File: config.mk
export PLATFORM = sky130hd
export DESIGN_NAME = rom_stream_loader
export DESIGN_NICKNAME = d
export VERILOG_FILES = /design/src/rtl/storage_pkg.sv /design/src/rtl/rom_stream_loader.sv
export SDC_FILE = /design/constraint.sdc
export NUM_CORES = 1
export LEC_CHECK = 0
export ABC_AREA = 1
export CAP_MARGIN = 30
export CORE_MARGIN = 1.5
export CORE_UTILIZATION = 41
export CTS_CLUSTER_DIAMETER = 100
export DETAILED_ROUTE_END_ITERATION = 7
export GPL_TIMING_DRIVEN = 0
export PLACE_DENSITY = 0.74
export REMOVE_ABC_BUFFERS = 1
export SKIP_CTS_REPAIR_TIMING = 1
export SLEW_MARGIN = 20
export SYNTH_ARGS = -nofsm -noshare
export SYNTH_HDL_FRONTEND = slang
export SYNTH_SLANG_ARGS = --single-unit
File: constraint.sdc
create_clock -name clk -period 1.1 [get_ports clk]
set_clock_uncertainty 0.1 [all_clocks]
set_input_delay 0.275 -clock clk [delete_from_list [all_inputs] [get_ports clk]]
set_output_delay 0.275 -clock clk [all_outputs]
set_load 0.005 [all_outputs]
File: src/rtl/storage_pkg.sv
// Shared definitions for the storage-array companion blocks.
package storage_pkg;

  typedef enum logic [1:0] {
    ST_IDLE,
    ST_LOAD,
    ST_DONE
  } load_state_e;

endpackage

File: src/rtl/rom_stream_loader.sv
// Streams a counted run of words from a valid/ready source into a synchronous write port,
// starting at a commanded base address and wrapping modulo DEPTH.
module rom_stream_loader
  import storage_pkg::*;
#(
  parameter  int unsigned WIDTH  = 8,
  parameter  int unsigned DEPTH  = 2**4,
  localparam int unsigned ADDR_W = $clog2(DEPTH),
  localparam int unsigned CNT_W  = ADDR_W + 1
) (
  input  logic              clk,
  input  logic              rst_n,
  input  logic              cmd_valid,
  output logic              cmd_ready,
  input  logic [ADDR_W-1:0] cmd_base,
  input  logic [CNT_W-1:0]  cmd_len,
  input  logic              s_valid,
  output logic              s_ready,
  input  logic [WIDTH-1:0]  s_data,
  output logic              mem_we,
  output logic [ADDR_W-1:0] mem_addr,
  output logic [WIDTH-1:0]  mem_wdata,
  output logic              busy,
  output logic              done
);

  localparam logic [ADDR_W-1:0] LAST_ADDR = ADDR_W'(DEPTH - 1);

  load_state_e       state;
  logic [ADDR_W-1:0] addr;
  logic [CNT_W-1:0]  remaining;
  logic [ADDR_W-1:0] addr_next;

  // Explicit wrap keeps non-power-of-two depths inside the array.
  always_comb begin
    addr_next = (addr == LAST_ADDR) ? '0 : addr + 1'b1;
  end

  always_comb begin
    cmd_ready = (state == ST_IDLE);
    s_ready   = (state == ST_LOAD);
    busy      = (state != ST_IDLE);
  end

  always_ff @(posedge clk or negedge rst_n) begin
    if (!rst_n) begin
      state     <= ST_IDLE;
      addr      <= '0;
      remaining <= '0;
      mem_we    <= 1'b0;
      mem_addr  <= '0;
      mem_wdata <= '0;
      done      <= 1'b0;
    end else begin
      mem_we <= 1'b0;
      done   <= 1'b0;
      unique case (state)
        ST_IDLE: begin
          if (cmd_valid) begin
            addr      <= cmd_base;
            remaining <= cmd_len;
            if (cmd_len == '0) begin
              state <= ST_DONE;
              done  <= 1'b1;
            end else begin
              state <= ST_LOAD;
            end
          end
        end
        ST_LOAD: begin
          if (s_valid) begin
            mem_we    <= 1'b1;
            mem_addr  <= addr;
            mem_wdata <= s_data;
            addr      <= addr_next;
            remaining <= remaining - 1'b1;
            if (remaining == CNT_W'(1)) begin
              state <= ST_DONE;
              done  <= 1'b1;
            end
          end
        end
        ST_DONE: state <= ST_IDLE;
        default: state <= ST_IDLE;
      endcase
    end
  end

endmodule
; ---- Yosys cells after proc, flatten, opt, wreduce, memory -nomap -nowiden
; Cells that the tools add are included.
; W data, S select, Z words.
[classes]
mux = 19
n_reduce_logical = 7
add_sub_neg = 2
n_eq_ne = 6
[ops]
columns = operator, n
row1 = $mux W4, 3
row2 = $mux W5, 2
row3 = $pmux W5 S2, 1
row4 = $mux W2, 4
row5 = $pmux W4 S2, 1
row6 = $mux W1, 6
row7 = $reduce_and A3 Y1, 2
row8 = $eq A5 B1 Y1 const B, 1
row9 = $logic_not A5 Y1, 1
row10 = $sub A5 B1 Y5 const B, 1
row11 = $add A4 B1 Y4 const B, 1
row12 = $eq A4 B4 Y1 const B, 1
row13 = $ne A2 B2 Y1 const B, 2
row14 = $pmux W2 S2, 1
row15 = $reduce_bool A2 Y1, 2
row16 = $eq A2 B1 Y1 const B, 1
row17 = $logic_not A2 Y1, 1
row18 = $ne A2 B1 Y1 const B, 1
row19 = $pmux W1 S2, 1
row20 = $reduce_and A2 Y1, 1
[totals]
out_inout_bits = 17
reg_bits = 25

; ---- Logic depth before layout (Yosys ltp)
[depth]
word_depth = 4
mapped_depth = 7

; ---- Least setup slack after synthesis
; Ideal clock, no wire load.
[synth_timing]
kind = reg2reg
from = reg remaining[0]
to = reg remaining[4]
setup_ps = 116
setup_slack_ps = -129
arrival_ps = 1013
synth_period_minus_slack_ps = 1229
path_stages_with_launch = 8
n_path_buf = 0
cell_sequence = dfrtp_1 > inv_1 > ha_1 > nand2_1 > o21ai_0 > nand3_1 > nand2_1 > nand2_1
[synth_via]
elab_chain_len = 3
[synth_lines]
columns = item, line_no
row1 = start: declaration, rom_stream_loader.sv:31  ; logic [CNT_W-1:0] remaining;
row2 = start signal: assignment, rom_stream_loader.sv:61  ; remaining <= cmd_len;
row3 = start signal: assignment, rom_stream_loader.sv:76  ; remaining <= remaining - 1'b1;
row4 = $sub A5 B1 Y5, rom_stream_loader.sv:76
row5 = $mux W5, rom_stream_loader.sv:71  ; if (s_valid) begin
row6 = $pmux W5 S2, rom_stream_loader.sv:57  ; unique case (state)
; Every way passes these cells. The select of a mux whose other input is x is not followed.
; A chain may end at the register's enable or synchronous reset.

; ---- Final worst setup path
[layout_timing]
from = reg state[0]
to = out s_ready
[layout_via]
elab_chain_len = 1
[layout_lines]
columns = item, line_no
row1 = start: declaration, rom_stream_loader.sv:29  ; load_state_e state;
row2 = start signal: assignment, rom_stream_loader.sv:47  ; state <= ST_IDLE;
row3 = start signal: assignment, rom_stream_loader.sv:63  ; state <= ST_DONE;
row4 = start signal: assignment, rom_stream_loader.sv:66  ; state <= ST_LOAD;
row5 = $eq A2 B1 Y1, rom_stream_loader.sv:41  ; s_ready = (state == ST_LOAD);
row6 = end: declaration, rom_stream_loader.sv:18  ; output logic s_ready,
; Every way passes these cells.

==> impl_metrics.py <==
metrics = {
    "status": {
        "status": "finished, violations left",
        "violations": "setup timing",
    },
    "grt": {
        "grt_pass1_wl_mm": 4.57,
        "grt.overflow.total": 0,
        "grt_antenna_before_repair": 0,
        "grt_usage": 0.173,
        "grt_start_max_net_pins": 19,
        "grt_pass1_vias": 1105,
    },
    "critical_path": {
        "reg2reg_slack_ns": -0.39,
        "reg2regPathDepth": 7,
        "start_kind": "flip-flop",
        "timing.rr.start": "state[0]$_DFFE_PN0P_",
        "critPathLaunch": "state[0]$_DFFE_PN0P_",
        "cp_slowest_stage_delay_ns": 0.45,
        "critical_path_class": "flip-flop to primary output",
        "cp.arrival_ns": 1.25,
        "endpoint": "s_ready",
        "cp_max_fo": 7,
        "crit_required_ns": 0.72,
        "end_kind": "primary output",
        "rr_endpoint": "remaining[2]$_DFFE_PN0P_",
        "critPathSlowestCell": "dfrtp_2",
        "path_cells": "buf_6 > inv_4 > nor2_4 > clkbuf_2",
    },
    "synthesis": {
        "syn-instance-count": 153,
        "avgSynthCellArea_um2": 8.24,
        "netlist_area_um2": 1260,
        "yosys_warnings": 0,
        "yosys.area.top_type_share": 0.496,
        "synth_largest_area_cell": "dfrtp_1",
        "yosysUniqueCellTypes": 27,
        "synth.area.top_cells": "dfrtp_1, nand2_1, inv_1, ha_1, nand3_1",
        "ys_seq_area_frac": 0.496,
        "synth-seq-cells": 25,
    },
    "cts": {
        "insertion_delay_ns": 0.31,
        "cts_sinks": 25,
        "cts-root-buf": "clkbuf_4",
        "clk_pin_slew_worst_paths_ns": 0.14,
        "cts_made_buffers": 3,
        "cts_tree": "yes",
        "cts.path.max_buffers": 2,
        "cts_max_level": 1,
    },
    "detailed_routing": {
        "drt-pass1-iter-count": 5,
        "avgRoutedWirePerCell_um": 14.5,
        "vias": 1347,
        "detail_route.vias_per_cell": 5.12,
        "wirelength_mm": 3.82,
        "ant_nets": 0,
        "drt_iter0_drc": 58,
        "drc": 0,
    },
    "die": {
        "ios": 38,
        "initial_utilization": 0.446,
        "core.rowCount": 19,
        "die-width_um": 58.5,
        "die_h_um": 58.5,
        "design.die.area_um2": 3420,
        "core-area_um2": 2830,
    },
    "timing": {
        "period_share": 1.48,
        "rsz0062_at_grt": "true",
        "period_needed_ns": 1.62,
        "hold_viol": 0,
        "slew_headroom": 0.594,
        "fin_ws_ns": -0.524,
        "fmax_ghz": 0.616,
        "worst_slew_pin_slew_ns": 0.607,
        "hold_ws_ns": 0.221,
        "finalSetupViolCount": 42,
        "final-max-slew-violation-count": 0,
    },
    "cells_and_area": {
        "layout_commonest_cell": "nand2_1",
        "final_cell_mix": "nand2_1, buf_4, dfrtp_1, clkdlybuf4s50_1, clkbuf_2",
        "diodes": 0,
        "num-fill-cells": 223,
        "nets": 257,
        "drive_gt1_frac": 0.409,
        "area_delta_synth_final_pct": 61.7,
        "stdcell_count": 263,
    },
    "worst_hold_path": {
        "hold_path_class": "input pin to asynchronous set/reset pin",
    },
    "pwr": {
        "vdd_drop_max_mv": 1.43,
        "p_leak_uw": 0.00105,
        "power_density_nw_per_um2": 2870,
    },
    "placed_design": {
        "dpl.cell_count": 218,
        "place_hpwl_mm": 2.03,
        "gp_congestion": 0.871,
        "io_buffers": 37,
        "place_ws_ns": -0.646,
    },
    "job": {
        "drv_cap": 0,
    },
}
-- how the worst min path moves through the flow --
| stage | startpoint | end | slack [ns] | cells after the start |
|---|---|---|---|---|
| final | rst_n | mem_wdata[4]$_DFFE_PN0P_ | 0.22 | 1 |
| after global routing | rst_n | mem_wdata[5]$_DFFE_PN0P_ | 0.24 | 1 |
| after CTS | rst_n | mem_wdata[2]$_DFFE_PN0P_ | 0.24 | 1 |
| after detailed placement | mem_wdata[2]$_DFFE_PN0P_ | mem_wdata[2]$_DFFE_PN0P_ | 0.36 | 2 |
| after global placement | mem_wdata[0]$_DFFE_PN0P_ | mem_wdata[0]$_DFFE_PN0P_ | 0.36 | 2 |
| after floorplan | rst_n | addr[0]$_DFFE_PN0P_ | -0.12 | 0 |
-- metrics by stage --
step | TNS (ns) | util | instance area, um^2 | power (uW)
after floorplan | -2.13 | - | 1230 | 3060
after global placement | -31.26 | 0.578 | 1640 | 3930
after detailed placement | -20.00 | 0.583 | 1650 | 4060
after CTS | -16.10 | 0.593 | 1680 | 4470
after global routing | -11.26 | 0.721 | 2040 | 6250
final | -9.35 | 0.721 | 2040 | 5850
-- synthesized netlist by cell type --
| cell | n |
|---|---|
| o22ai_1 | 2 |
| nor2_2 | 1 |
| nor3_1 | 1 |
| inv_2 | 1 |
| buf_4 | 1 |
| o21ai_1 | 4 |
| a21oi_2 | 1 |
| nand3b_1 | 1 |
| o21ai_2 | 2 |
| nand4_1 | 1 |
| nand2_1 | 62 |
| nand2_2 | 1 |
| xnor2_1 | 1 |
| nand3_4 | 1 |
| dfrtp_1 | 25 |
| nor2_1 | 7 |
| nand2_4 | 1 |
| nand3_1 | 7 |
| buf_2 | 1 |
| o21ai_0 | 6 |
| o211ai_1 | 2 |
| buf_6 | 2 |
| o211ai_2 | 1 |
| inv_1 | 16 |
| xor2_1 | 1 |
| nor2_4 | 1 |
| ha_1 | 3 |
-- sequential cells by signal, summed over array words and instances (netlist names) --
signal,count
mem_we,1
state,2
remaining,5
mem_addr,4
mem_wdata,8
addr,4
done,1
-- layout make-up --
| cell class | instances | area [um^2] | area share |
|---|---|---|---|
| multi-input cells | 109 | 653 | 0.320 |
| flip-flops and latches | 25 | 629 | 0.309 |
| repair buffers | 76 | 612 | 0.300 |
| inverters | 17 | 72.6 | 0.0356 |
| well taps | 31 | 38.8 | 0.0190 |
| clock buffers | 4 | 26.3 | 0.0129 |
| repair inverters | 1 | 7.51 | 0.00368 |
-- kinds of logic (layout without fill, tap and decap cells) --
logic type / after synthesis / in the layout / synth area share
adder cells (fa/ha/maj): 3 / 3 / 0.0298
AO/OA/AOI/OAI: 18 / 18 / 0.0923
flip-flops: 25 / 25 / 0.496
buffers and inverters: 21 / 98 / 0.0784
XOR/XNOR: 2 / 2 / 0.0139
AND/OR/NAND/NOR: 84 / 86 / 0.290
-- routing by layer --
layer	share of wire	track usage	vias up
li1	-	-	646
met5	0	0	-
met4	0.014	0.0565	0
met3	0.054	0.0308	6
met2	0.53	0.324	54
met1	0.40	0.197	641
-- worst max-delay path, delay by kind of cell, from the launching register on --
family                 cells  cell delay (ns)
flip-flops                 1             0.45
buffers and inverters      3             0.30
AND/OR/NAND/NOR            1             0.18
-- power by group --
part,leakage [uW],internal [uW],switching [uW]
combinational,0.000730,1870,1860
sequential,0.000302,1330,364
clock,0.0000150,142,278
total,0.00105,3350,2500
Power figures use the tool's default switching activity.
